### src/rtl/pool_window_gen_if.sv
// rtl/pool_window_gen_if.sv - pixel stream in / 2x2 window out bundle for pool_window_gen
//
// Signals (master = pixel producer / window consumer, slave = pool_window_gen):
//   clear      producer -> gen  synchronous frame restart
//   in_valid   producer -> gen  in_data carries a pixel this cycle
//   in_data    producer -> gen  unsigned pixel, raster order
//   win_valid  gen -> consumer  win_data holds a complete 2x2 window
//   win_data   gen -> consumer  [0]=top-left [1]=top-right [2]=bottom-left [3]=bottom-right
//   frame_done gen -> consumer  pulse alongside the last window of a frame

interface pool_window_gen_if #(
  parameter int BITWIDTH = 8
) ();

  logic                clear;
  logic                in_valid;
  logic [BITWIDTH-1:0] in_data;
  logic                win_valid;
  logic [BITWIDTH-1:0] win_data [3:0];
  logic                frame_done;

  modport master (
    output clear,
    output in_valid,
    output in_data,
    input  win_valid,
    input  win_data,
    input  frame_done
  );

  modport slave (
    input  clear,
    input  in_valid,
    input  in_data,
    output win_valid,
    output win_data,
    output frame_done
  );

endinterface

### src/rtl/pool_window_gen.sv
// rtl/pool_window_gen.sv - stride-2 non-overlapping 2x2 window generator for a raster pixel stream
//
// Ports:
//   clk  sole clock, rising edge
//   rst  asynchronous active-high reset
//   bus  pool_window_gen_if.slave: clear/in_valid/in_data in,
//        win_valid/win_data/frame_done out (all outputs registered)
//
// Even rows are stored in a one-row line buffer. On odd rows the even-column
// pixel is parked in a left register; the odd-column pixel then completes the
// window {lb[c-1], lb[c], left, pixel}, which is registered and presented the
// following cycle.

module pool_window_gen #(
  parameter int BITWIDTH   = 8,
  parameter int IMG_WIDTH  = 8,
  parameter int IMG_HEIGHT = 8
) (
  input  logic               clk,
  input  logic               rst,
  pool_window_gen_if.slave   bus
);

  localparam int COL_W = (IMG_WIDTH  > 2) ? $clog2(IMG_WIDTH)  : 1;
  localparam int ROW_W = (IMG_HEIGHT > 2) ? $clog2(IMG_HEIGHT) : 1;

  localparam logic [COL_W-1:0] COL_LAST = COL_W'(IMG_WIDTH - 1);
  localparam logic [ROW_W-1:0] ROW_LAST = ROW_W'(IMG_HEIGHT - 1);
  localparam logic [COL_W-1:0] COL_ONE  = COL_W'(1);
  localparam logic [ROW_W-1:0] ROW_ONE  = ROW_W'(1);

  // Position of the next pixel to be accepted.
  logic [COL_W-1:0]    col_q, col_d;
  logic [ROW_W-1:0]    row_q, row_d;

  // Even-column pixel of the current odd row.
  logic [BITWIDTH-1:0] left_q, left_d;

  // Registered outputs.
  logic                win_valid_q, win_valid_d;
  logic                frame_done_q, frame_done_d;
  logic [BITWIDTH-1:0] win_data_q [3:0];
  logic [BITWIDTH-1:0] win_data_d [3:0];

  // Top row of the current band of windows; never reset, every entry is
  // rewritten on an even row before any odd row reads it.
  logic [BITWIDTH-1:0] lb_q [IMG_WIDTH];

  logic                accept;
  logic [COL_W-1:0]    col_pair;

  // clear has priority over a coincident pixel, which is dropped.
  assign accept   = bus.in_valid && !bus.clear;
  // Even column of the pair the current odd column belongs to.
  assign col_pair = col_q & ~COL_ONE;

  always_comb begin
    col_d        = col_q;
    row_d        = row_q;
    left_d       = left_q;
    win_valid_d  = 1'b0;
    frame_done_d = 1'b0;
    win_data_d   = win_data_q;

    if (bus.clear) begin
      col_d = '0;
      row_d = '0;
    end else if (bus.in_valid) begin
      if (col_q == COL_LAST) begin
        col_d = '0;
        row_d = (row_q == ROW_LAST) ? '0 : row_q + ROW_ONE;
      end else begin
        col_d = col_q + COL_ONE;
      end

      if (row_q[0]) begin
        if (!col_q[0]) begin
          left_d = bus.in_data;
        end else begin
          win_data_d[0] = lb_q[col_pair];
          win_data_d[1] = lb_q[col_q];
          win_data_d[2] = left_q;
          win_data_d[3] = bus.in_data;
          win_valid_d   = 1'b1;
          frame_done_d  = (row_q == ROW_LAST) && (col_q == COL_LAST);
        end
      end
    end
  end

  always_ff @(posedge clk or posedge rst) begin
    if (rst) begin
      col_q        <= '0;
      row_q        <= '0;
      left_q       <= '0;
      win_valid_q  <= 1'b0;
      frame_done_q <= 1'b0;
      for (int i = 0; i < 4; i++) begin
        win_data_q[i] <= '0;
      end
    end else begin
      col_q        <= col_d;
      row_q        <= row_d;
      left_q       <= left_d;
      win_valid_q  <= win_valid_d;
      frame_done_q <= frame_done_d;
      win_data_q   <= win_data_d;
    end
  end

  always_ff @(posedge clk) begin
    if (accept && !row_q[0]) begin
      lb_q[col_q] <= bus.in_data;
    end
  end

  assign bus.win_valid  = win_valid_q;
  assign bus.frame_done = frame_done_q;
  assign bus.win_data   = win_data_q;

endmodule
### src/flat_wrapper.sv
// flat-port wrapper written by rule: the top's interface ports become plain ports
module pool_window_gen_flat 
#(
  parameter int BITWIDTH   = 8,
  parameter int IMG_WIDTH  = 8,
  parameter int IMG_HEIGHT = 8
)
  (clk, rst, bus_clear, bus_in_valid, bus_in_data, bus_win_valid, bus_win_data, bus_frame_done);
  pool_window_gen_if #(.BITWIDTH(BITWIDTH)) bus_i ();
  input  logic clk;
  input  logic rst;
  input wire logic [$bits(bus_i.clear)-1:0] bus_clear;
  input wire logic [$bits(bus_i.in_valid)-1:0] bus_in_valid;
  input wire logic [$bits(bus_i.in_data)-1:0] bus_in_data;
  output wire logic [$bits(bus_i.win_valid)-1:0] bus_win_valid;
  output wire logic [$bits(bus_i.win_data)-1:0] bus_win_data;
  output wire logic [$bits(bus_i.frame_done)-1:0] bus_frame_done;
  assign bus_i.clear = bus_clear;
  assign bus_i.in_valid = bus_in_valid;
  assign bus_i.in_data = bus_in_data;
  assign bus_win_valid = bus_i.win_valid;
  assign bus_win_data = {>>{bus_i.win_data}};
  assign bus_frame_done = bus_i.frame_done;
  pool_window_gen #(.BITWIDTH(BITWIDTH), .IMG_WIDTH(IMG_WIDTH), .IMG_HEIGHT(IMG_HEIGHT)) u_core (.clk(clk), .rst(rst), .bus(bus_i));
endmodule
### config.mk
export PLATFORM = sky130hd
export DESIGN_NAME = pool_window_gen_flat
export DESIGN_NICKNAME = d
export VERILOG_FILES = /design/src/rtl/pool_window_gen_if.sv /design/src/rtl/pool_window_gen.sv /design/src/flat_wrapper.sv
export SDC_FILE = /design/constraint.sdc
export NUM_CORES = 1
export LEC_CHECK = 0
export ABC_AREA = 1
export CAP_MARGIN = 10
export CORE_MARGIN = 2
export CORE_UTILIZATION = 51
export DETAILED_ROUTE_END_ITERATION = 8
export GPL_TIMING_DRIVEN = 0
export PLACE_DENSITY = 0.75
export SYNTH_ARGS = -nofsm -noshare
export SYNTH_HDL_FRONTEND = slang
export SYNTH_SLANG_ARGS = --single-unit
export TNS_END_PERCENT = 10
### constraint.sdc
create_clock -name clk -period 2.1 [get_ports clk]
set_input_delay 0.42 -clock clk [delete_from_list [all_inputs] [get_ports clk]]
set_output_delay 0.42 -clock clk [all_outputs]
set_load 0.05 [all_outputs]
Yosys cells after proc, flatten, opt, wreduce, memory -nomap -nowiden. Memory sizes are Yosys's and may differ from the RTL's. A register that Yosys moved wholly into a read port is not among the register bits. Cells that the tools add are included.

$add $sub $neg: 2. $mul: 0. Div/mod/pow operators: 0. Magnitude comparators: 0. Equality and inequality tests: 2. Shifts and indexed selects: 0. Mux-type cells: 17. Bitwise logic cells: 2. Reduce and logical (&&, ||, !) cells: 10.

Operators by type and width (count): 3-bit 2-to-1 mux (7); 1-bit 2-to-1 mux (10); 4-bit AND reduction (2); 3-bit by 1-bit adder with 3-bit output, second input constant (2); 3-bit == test, second input constant (2); 2-bit nonzero test (2); 1-bit logical AND (3); 1-bit zero test (2); 1-bit inverter (2); 2-bit AND reduction (1).

Bits in registers: 32. Bits in latches: 0. Memory bits (writable): 64. ROM bits: 0. Input port bits: 12. Output and inout port bits: 34. Logic and storage cells: 41. Memories kept: 1.

Memories: u_core.lb_q (words 8, bits a word 8, read ports 2, clocked after memory_dff 2, write ports 1, line pool_window_gen.sv:47) `logic [BITWIDTH-1:0] lb_q [IMG_WIDTH];`.

Logic depth before layout (Yosys ltp). Gate-level depths: netlist of run 1.

Depth in word-level cells: 6. Depth in mapped cells: 9.

Worst setup path before layout of run 1. OpenSTA, ideal clock, no wires.

Path type: reg2reg. Start: register u_core.col_q[1]. End: memory u_core.lb_q[0][0], enable pin. Library setup time: 0.383 ns. Arrival: 1.562 ns. Data required time: 1.717 ns. Slack: 0.155 ns. Stages on the path, launching flop included: 5. Path buffers: 1. Cells stage by stage: dfrtp_1 -> nor2_2 -> buf_2 -> inv_1 -> nor3_1.

RTL lines: from (decl) (line pool_window_gen.sv:33) `logic [COL_W-1:0] col_q, col_d;`; from (signal assigned) (line pool_window_gen.sv:102) `col_q <= col_d;`; to (decl) (line pool_window_gen.sv:47).

No word-level cell before the write port.

Worst setup path after layout of run 1.
Start: register u_core.col_q[1]. End: memory u_core.lb_q[3][6], enable pin.

No word-level cell before the write port.

==> results by group, run 1 <==
Status
  – Run status: complete, no violations

Route
  – Iteration count of the initial detailed-routing pass: 5
  – Number of remaining DRC errors: 0
  – DRC violation total after the first TritonRoute iteration: 370
  – Drt wl/cell: 16.6 um
  – Overall via count from detail_route: 3,581
  – ANT nets after route: 0
  – Via/cell ratio: 5.36
  – Post-detailed-routing wire length: 11,100 um

Setup path
  – Slowest stage delay, CP: 0.46 ns
  – Kind of cell adding the most delay to the critical path: buffers and inverters
  – Critical-path cell list: inv_1 > nor2_4 > buf_4 > inv_1 > nor3_4 > buf_4
  – Master of the slowest instance on the critical path: sky130_fd_sc_hd__dfrtp_2
  – Arrival time at the worst endpoint: 2.15 ns
  – R2r worst-path depth: 6
  – Buffers and inverters on the worst path: 4
  – Type of element capturing the critical path: register
  – Worst Path Max Fanout: 10
  – Category of the most critical setup path: register to register
  – Total number of cells along the worst setup path: 6
  – Critical Path Start Type: register
  – Critical Path RT: 2.19 ns

Final layout
  – Core Util, Final: 62.5%
  – Most frequent cells in the layout: sky130_fd_sc_hd__nand2_1 (172), sky130_fd_sc_hd__inv_1 (64), sky130_fd_sc_hd__edfxtp_1 (64)
  – Most common cell after layout, fill and taps aside: sky130_fd_sc_hd__nand2_1
  – Fill cell count: 709
  – Antenna cells: 0
  – Proportion of layout cells with a drive suffix above 1: 10.2%
  – Layout net count: 568
  – Area delta synth->final: 20.7%

Synth
  – Number of storage elements in the synthesis netlist: 112
  – Sequential fraction of the synthesis area: 65.8%
  – Number of nets in the synthesized netlist: 505
  – Cell taking the most area after synthesis: sky130_fd_sc_hd__edfxtp_1
  – Post-synthesis average cell area: 9.70 um2
  – Number of warning messages in the yosys log: 0
  – Area share of the largest cell type after synthesis: 40.5%
  – Post-synth design cell area: 4740 um2
  – Post-synthesis cell count: 489
  – Leading cell types by total area after synthesis: sky130_fd_sc_hd__edfxtp_1 (41%), sky130_fd_sc_hd__dfrtp_1 (25%), sky130_fd_sc_hd__nand2_1 (14%)
  – Count of different cell masters after synthesis: 19

Clocking
  – Clock tree from TritonCTS: done
  – Number of hold buffers added after cts: 0
  – Clock buffer depth: 2
  – Number of buffers created by CTS: 9
  – Clock insertion delay at the later pin of the skew report: 0.38 ns
  – Number of sinks on the clock net: 112
  – CTS H-tree lvls: 3
  – Clock input transition at the sequential cells of the worst setup and hold paths: 0.12 ns
  – CTS Root Buffer Type: sky130_fd_sc_hd__clkbuf_8

Global route
  – GRT Residual Overflow: 0
  – Vias in the first global route: 3,501
  – First-pass GRT wire length: 17,400 um
  – Largest net degree at the start of global routing: 31
  – Antenna violations before repair: 0
  – Total global routing track utilization: 23.3%

Floorplanning
  – Area of the die: 10,100 um2
  – Starting utilization of the core area: 51.8%
  – Number of rows in the core area: 35
  – Core area: 9150 um2
  – Horizontal extent of the die: 100 um
  – Chip height: 100 um
  – Ports: 46

Job
  – Count of maximum capacitance violations: 0

STA
  – Final-report max-slew violation count: 0
  – Min cycle time layout: 2.06 ns
  – Worst slew margin: 42.6%
  – Total setup violations reported at the end of the flow: 0
  – Final hold violations: 0
  – Worst setup slack after layout: 0.0419 ns
  – FMAX: 486 MHz
  – Final Hold Slack: 0.357 ns
  – Worst Clk Skew: 0.0136 ns
  – Transition at the pin with the smallest max-transition slack: 0.861 ns
  – Period utilisation layout: 98.0%

Placed design
  – Number of input and output port buffers inserted: 45
  – Worst slack at placement: -0.660 ns
  – Final Wtd Congestion: 0.901
  – DPL Wire Length: 7690 um

Worst hold path
  – Worst hold-check path type: input pin to asynchronous set/reset pin

Power and ir drop
  – Lkg Pwr: 2.56 nW
  – Total power per unit cell area: 731 nW/um2
  – Peak supply drop: 0.354 mV
==> routing by layer <==
| layer | vias to the layer above | share of wire, % | track usage (%) |
|---|---|---|---|
| met5 | - | 0 | 0 |
| li1 | 1690 | - | - |
| met3 | 31 | 9.3 | 5.36 |
| met1 | 1672 | 40 | 30.7 |
| met2 | 188 | 48 | 37.0 |
| met4 | 0 | 2.9 | 10.4 |
==> worst paths after layout <==
check / start / end / slack, ns
worst min-delay path: rst / u_core.bus.frame_done / 0.36
worst max-delay path: u_core.col_q[1] / u_core.lb_q[3][6] / 0.04
min in group clk: u_core.bus.win_data[22] / u_core.bus.win_data[22] / 0.48
max in group asynchronous: rst / u_core.bus.win_data[27] / 1.23
worst min register to register: u_core.bus.win_data[22] / u_core.bus.win_data[22] / 0.48
worst max register to register: u_core.col_q[1] / u_core.lb_q[3][6] / 0.04
==> report_power, final <==
part	internal [mW]	switching (mW)	leakage, nW	total, mW
clock	0.579	0.776	0.108	1.36
sequential	2.37	0.0257	1.23	2.40
combinational	0.132	0.298	1.22	0.430
==> worst reg2reg max path: stages, from the launching register on <==
cell,delay [ns]
sky130_fd_sc_hd__dfrtp_2,0.46
sky130_fd_sc_hd__inv_1,0.10
sky130_fd_sc_hd__nor2_4,0.27
sky130_fd_sc_hd__buf_4,0.26
sky130_fd_sc_hd__inv_1,0.13
sky130_fd_sc_hd__nor3_4,0.31
sky130_fd_sc_hd__buf_4,0.24
==> metrics by stage <==
stage                     instance area (um2)  cells  total power, mW  TNS [ns]
after floorplan                          4740    489             2.69         0
after global placement                   5330    645             2.83    -69.29
after detailed placement                 5410    652             2.85    -29.74
after CTS                                5680    668             4.18    -0.462
after global routing                     5720    668             4.32   -0.0419
final                                    5720    668             4.19         0
==> registers in the layout (all words and copies together) (netlist names) <==
name and flops:
u_core.bus.frame_done 1, u_core.bus.win_data 32, u_core.bus.win_valid 1, u_core.col_q 3, u_core.lb_q 64, u_core.left_q 8
u_core.row_q 3
==> what timing repair did <==
item,CTS,global route
endpoints found under the setup margin,58,36
setup buffers,0,0
pin swaps,0,1
resized for setup,13,10
==> cell usage after synthesis <==
library cell,instances
sky130_fd_sc_hd__o211ai_1,5
sky130_fd_sc_hd__o21ai_0,17
sky130_fd_sc_hd__clkbuf_1,3
sky130_fd_sc_hd__nor3_4,1
sky130_fd_sc_hd__o22ai_1,1
sky130_fd_sc_hd__nor2_1,31
sky130_fd_sc_hd__nor3_1,8
sky130_fd_sc_hd__inv_1,65
sky130_fd_sc_hd__nor2_2,3
sky130_fd_sc_hd__buf_4,3
sky130_fd_sc_hd__dfrtp_1,48
sky130_fd_sc_hd__nand4_1,8
sky130_fd_sc_hd__edfxtp_1,64
sky130_fd_sc_hd__nand2_1,173
sky130_fd_sc_hd__inv_2,2
sky130_fd_sc_hd__ha_1,4
sky130_fd_sc_hd__o21ai_1,8
sky130_fd_sc_hd__nand3_1,32
sky130_fd_sc_hd__buf_2,13
==> cell families (layout without fill, tap and decap cells) <==
| family | Yosys count | in the layout | share of synthesized area (%) |
|---|---|---|---|
| and+or+nand+nor | 256 | 256 | 22.2 |
| AOI/OAI and AO/OA | 31 | 31 | 3.56 |
| adders and majority gates | 4 | 4 | 1.06 |
| DFF | 112 | 112 | 65.8 |
| buffers and inverters | 86 | 154 | 7.39 |
==> layout make-up <==
class                           instances  area [um2]  share of cell area, %
Clock buffer                            9         124                   2.16
Clock inverter                          7        87.6                   1.53
Tap cell                              111         139                   2.43
Multi-Input combinational cell        291        1380                   24.0
Timing Repair Buffer                   52         515                   9.01
Inverter                               67         251                   4.39
Buffer                                 19         105                   1.84
Sequential cell                       112        3130                   54.6
Note: power is estimated with default switching activity, not from simulation.
==> run 2, diff against run 1 <==
--- a/config.mk
+++ b/config.mk
@@ -8,10 +8,11 @@
 export ABC_AREA = 1
 export CAP_MARGIN = 10
 export CORE_MARGIN = 2
-export CORE_UTILIZATION = 51
+export CORE_UTILIZATION = 60
 export DETAILED_ROUTE_END_ITERATION = 8
 export GPL_TIMING_DRIVEN = 0
-export PLACE_DENSITY = 0.75
+export PLACE_DENSITY = 0.83
+export SKIP_CTS_REPAIR_TIMING = 1
 export SYNTH_ARGS = -nofsm -noshare
 export SYNTH_HDL_FRONTEND = slang
 export SYNTH_SLANG_ARGS = --single-unit
==> constraint.sdc (replaced) <==
create_clock -name clk -period 2.5 [get_ports clk]
set_input_delay 0.5 -clock clk [delete_from_list [all_inputs] [get_ports clk]]
set_output_delay 0.5 -clock clk [all_outputs]
set_load 0.05 [all_outputs]
==> results by group, run 2 (same netlist as run 1, synthesis figures left out) <==
Setup path
  – Slowest stage delay, CP: 0.47 ns
  – Category of the most critical setup path: register to register
  – Critical Path RT: 2.58 ns
  – Master of the slowest instance on the critical path: sky130_fd_sc_hd__dfrtp_1
  – Reg2reg end: u_core.lb_q[4][7]
  – Register-to-register path setup slack: 0.07 ns
  – Arrival time at the worst endpoint: 2.51 ns
  – Worst setup path end: u_core.lb_q[4][7]
  – Reg2reg start: u_core.col_q[2]
  – Critical Path Start Type: register
  – Launching element of the worst setup path: u_core.col_q[2]
  – Type of element capturing the critical path: register
  – R2r worst-path depth: 6
  – Critical-path cell list: inv_1 > nor2_2 > buf_4 > inv_1 > nor3_2 > buf_4
  – Worst Path Max Fanout: 10

STA
  – Min cycle time layout: 2.43 ns
  – Final hold violations: 0
  – Final-report max-slew violation count: 0
  – Transition at the pin with the smallest max-transition slack: 0.861 ns
  – Worst Clk Skew: 0.0118 ns
  – Final Hold Slack: 0.423 ns
  – Unrepaired setup endpoints after global routing: no
  – Period utilisation layout: 97.0%
  – FMAX: 412 MHz
  – Worst slew margin: 42.3%
  – Final sum of negative setup slack: 0 ns
  – Worst setup slack after layout: 0.0746 ns
  – Total setup violations reported at the end of the flow: 0

Placed design
  – Worst slack at placement: -0.611 ns
  – Number of input and output port buffers inserted: 45
  – DP Area: 5360 um2
  – Final Wtd Congestion: 0.882
  – DPL Wire Length: 7760 um

Global route
  – Vias in the first global route: 3,556
  – GRT Residual Overflow: 0
  – Antenna violations before repair: 0
  – Largest net degree at the start of global routing: 31
  – Total global routing track utilization: 27.5%
  – First-pass GRT wire length: 17,700 um

Route
  – ANT nets after route: 0
  – Via/cell ratio: 5.52
  – Drt wl/cell: 17.0 um
  – Number of remaining DRC errors: 0
  – DRC violation total after the first TritonRoute iteration: 526
  – Overall via count from detail_route: 3,618
  – Post-detailed-routing wire length: 11,100 um
  – Iteration count of the initial detailed-routing pass: 7

Floorplanning
  – Chip height: 92.9 um
  – Number of rows in the core area: 32
  – Core area: 7690 um2
  – Starting utilization of the core area: 61.7%
  – Horizontal extent of the die: 92.9 um
  – Ports: 46
  – Area of the die: 8630 um2

Clocking
  – Clock tree from TritonCTS: done
  – Clock insertion delay at the later pin of the skew report: 0.37 ns
  – Number of buffers created by CTS: 9
  – CTS H-tree lvls: 3
  – Number of sinks on the clock net: 112
  – Clock input transition at the sequential cells of the worst setup and hold paths: 0.11 ns
  – CTS Root Buffer Type: sky130_fd_sc_hd__clkbuf_8
  – Clock buffer depth: 2

Status
  – Run status: complete, no violations

Power and ir drop
  – Pwr Total: 3.41 mW
  – Lkg Pwr: 2.51 nW
  – Peak supply drop: 0.382 mV
  – Total power per unit cell area: 609 nW/um2

Final layout
  – Most frequent cells in the layout: sky130_fd_sc_hd__nand2_1 (173), sky130_fd_sc_hd__inv_1 (64), sky130_fd_sc_hd__edfxtp_1 (64)
  – Proportion of layout cells with a drive suffix above 1: 9.03%
  – Most common cell after layout, fill and taps aside: sky130_fd_sc_hd__nand2_1
  – Number of flip-flops in the largest register: 64
  – Antenna cells: 0
  – Area delta synth->final: 18.1%
  – Layout net count: 565
  – Register with the most flip-flops: u_core.lb_q
  – Post-route design area: 5600 um2

Job
  – Count of maximum capacitance violations: 0

Worst hold path
  – Worst hold-check path type: input pin to asynchronous set/reset pin
[run 2: cell count changes in the layout (fill, tap and decap cells not counted), sizes merged]
cell | previous run | this run
buf | 23 | 20
clkbuf | 12 | 13
bufinv | 1 | 0
clkinv | 3 | 4
inv | 70 | 69
[run 2: worst min-delay path by stage]
stage	cells past startpoint	slack, ns	end
3_5_place_dp	2	0.46	u_core.bus.win_data[17]
5_1_grt	2	0.45	u_core.bus.frame_done
2_1_floorplan	2	0.45	u_core.bus.win_data[16]
4_1_cts	2	0.43	u_core.bus.frame_done
3_3_place_gp	2	0.46	u_core.bus.win_data[20]
6_report	2	0.42	u_core.bus.frame_done
[run 2: critical path: cells and delay by family (launching register included)]
kind	cells	cell delay [ns]
buffers and inverters	4	0.78
DFF	1	0.47
and+or+nand+nor	2	0.89
[run 2: stage by stage]
step,instances,util [%]
4_1_cts,655,72.3
5_1_grt,656,72.9
3_3_place_gp,636,69.2
6_report,656,72.9
2_1_floorplan,489,-
3_5_place_dp,639,69.7
[run 2: metal layers]
layer	vias up	global-route usage [%]	routed length (um)
li1	1680	-	-
met1	1682	36.4	4240
met2	214	45.0	5390
met3	42	4.23	1070
met4	0	12.5	435
met5	-	0	0
[run 2: final cells by class]
cell class	count	area (um2)
Sequential cell	112	3120
Inverter	67	251
Timing Repair Buffer	49	490
Clock buffer	10	149
Fill cell	546	2090
Clock inverter	6	48.8
Tap cell	102	128
Buffer	19	98.8
Multi-Input combinational cell	291	1310
[run 2: power breakdown]
part	switching, mW	internal [mW]	leakage, nW
sequential	0.0207	1.99	1.23
clock	0.616	0.434	0.102
combinational	0.239	0.105	1.18
==> run 3, diff against run 2 <==
--- a/config.mk
+++ b/config.mk
@@ -12,6 +12,7 @@
 export DETAILED_ROUTE_END_ITERATION = 8
 export GPL_TIMING_DRIVEN = 0
 export PLACE_DENSITY = 0.83
+export SETUP_SLACK_MARGIN = 0.15
 export SKIP_CTS_REPAIR_TIMING = 1
 export SYNTH_ARGS = -nofsm -noshare
 export SYNTH_HDL_FRONTEND = slang
==> results by group, run 3 (same netlist as run 1, synthesis figures left out) <==
Status
  – Run status: complete, no violations

Global route
  – Vias in the first global route: 3,556
  – Total global routing track utilization: 27.5%
  – First-pass GRT wire length: 17,700 um
  – Antenna violations before repair: 0
  – Largest net degree at the start of global routing: 31
  – GRT Residual Overflow: 0

STA
  – FMAX: 409 MHz
  – Final hold violations: 0
  – Period utilisation layout: 97.7%
  – Final-report max-slew violation count: 0
  – Worst Clk Skew: 0.0107 ns
  – Min cycle time layout: 2.44 ns
  – Unrepaired setup endpoints after global routing: yes
  – Final Hold Slack: 0.421 ns
  – Transition at the pin with the smallest max-transition slack: 0.849 ns
  – Final sum of negative setup slack: 0 ns
  – Worst slew margin: 43.1%
  – Total setup violations reported at the end of the flow: 0

Route
  – Post-detailed-routing wire length: 11,100 um
  – DRC violation total after the first TritonRoute iteration: 549
  – ANT nets after route: 0
  – Via/cell ratio: 5.54
  – Overall via count from detail_route: 3,635
  – Drt wl/cell: 16.9 um
  – Number of remaining DRC errors: 0
  – Iteration count of the initial detailed-routing pass: 6

Final layout
  – Number of cells in the finished layout apart from fillers: 656
  – Proportion of layout cells with a drive suffix above 1: 9.03%
  – Area delta synth->final: 18.1%
  – Register with the most flip-flops: u_core.lb_q
  – Antenna cells: 0
  – Most frequent cells in the layout: sky130_fd_sc_hd__nand2_1 (173), sky130_fd_sc_hd__inv_1 (64), sky130_fd_sc_hd__edfxtp_1 (64)
  – Most common cell after layout, fill and taps aside: sky130_fd_sc_hd__nand2_1
  – Layout net count: 565
  – Number of flip-flops in the largest register: 64

Clocking
  – Clock insertion delay at the later pin of the skew report: 0.37 ns
  – Number of sinks on the clock net: 112
  – CTS H-tree lvls: 3
  – Number of buffers created by CTS: 9
  – Clock buffer depth: 2
  – Clock input transition at the sequential cells of the worst setup and hold paths: 0.11 ns
  – CTS Root Buffer Type: sky130_fd_sc_hd__clkbuf_8
  – Clock tree from TritonCTS: done

Floorplanning
  – Ports: 46
  – Core area: 7690 um2
  – Starting utilization of the core area: 61.7%
  – Horizontal extent of the die: 92.9 um
  – Number of rows in the core area: 32
  – Area of the die: 8630 um2
  – Chip height: 92.9 um

Placed design
  – Final Wtd Congestion: 0.882
  – Number of input and output port buffers inserted: 45
  – Dpl cells: 639
  – DPL Wire Length: 7760 um

Setup path
  – Critical Path RT: 2.57 ns
  – Worst Path Max Fanout: 9
  – Master of the slowest instance on the critical path: sky130_fd_sc_hd__nor3_1
  – Category of the most critical setup path: input pin to register
  – Arrival time at the worst endpoint: 2.51 ns
  – Critical-path cell list: clkdlybuf4s50_1 > inv_1 > nand2_1 > inv_1 > nand2_1 > nor3_1 > buf_2
  – Type of element capturing the critical path: register
  – Register-to-register path setup slack: 0.08 ns
  – Slowest stage delay, CP: 0.53 ns
  – Critical Path Start Type: input pin

Power and ir drop
  – Lkg Pwr: 2.51 nW
  – Total power per unit cell area: 610 nW/um2
  – Peak supply drop: 0.385 mV

Job
  – Count of maximum capacitance violations: 0

Worst hold path
  – Worst hold-check path type: input pin to asynchronous set/reset pin
-- run 3: cell counts in the layout (fill, tap and decap cells not counted) --
Identical to the previous run, type by type.
-- run 3: per-stage QoR --
stage	setup WS (ns)	area, um2	power [mW]	utilization [%]
3_5_place_dp	-0.611	5360	2.39	69.7
4_1_cts	-0.264	5560	3.41	72.3
2_1_floorplan	0.527	4740	2.26	-
5_1_grt	0.00910	5600	3.53	72.9
3_3_place_gp	-0.621	5320	2.37	69.2
6_report	0.0571	5600	3.41	72.9
-- run 3: path summary, 6_finish.rpt --
path                       depth (start not counted)                      end                    start
max                                                7        u_core.lb_q[6][3]                bus_clear
min                                                2    u_core.bus.frame_done                      rst
max reg2reg                                        5        u_core.lb_q[2][2]          u_core.col_q[1]
min reg2reg                                        2  u_core.bus.win_data[19]  u_core.bus.win_data[19]
max in group asynchronous                          3  u_core.bus.win_data[27]                      rst
min in group clk                                   2  u_core.bus.win_data[19]  u_core.bus.win_data[19]
-- run 3: layout make-up --
| type | instances | area [um2] |
|---|---|---|
| multi-input cells | 291 | 1310 |
| repair buffers | 49 | 490 |
| clock inverters | 6 | 48.8 |
| inverters | 67 | 251 |
| clock buffers | 10 | 149 |
| well taps | 102 | 128 |
| flip-flops and latches | 112 | 3120 |
| plain buffers | 19 | 98.8 |
| fillers | 546 | 2090 |
-- run 3: critical path: cells and delay by family --
| kind | cells | cell delay, ns |
|---|---|---|
| buffers and inverters | 4 | 1.01 |
| and+or+nand+nor | 3 | 0.98 |
-- run 3: where the power goes --
group | internal, mW | switching [mW] | total, mW
Clock | 0.434 | 0.621 | 1.06
Combinational | 0.105 | 0.239 | 0.345
Sequential | 1.99 | 0.0208 | 2.02
-- run 3: metal layers --
metal  vias to the layer above  global-route usage, %  share of wire [%]
met5                         -                      0                  0
met3                        40                   4.23                9.7
met4                         0                   12.5                3.4
li1                       1682                      -                  -
met2                       217                   45.0                 49
met1                      1696                   36.4                 38
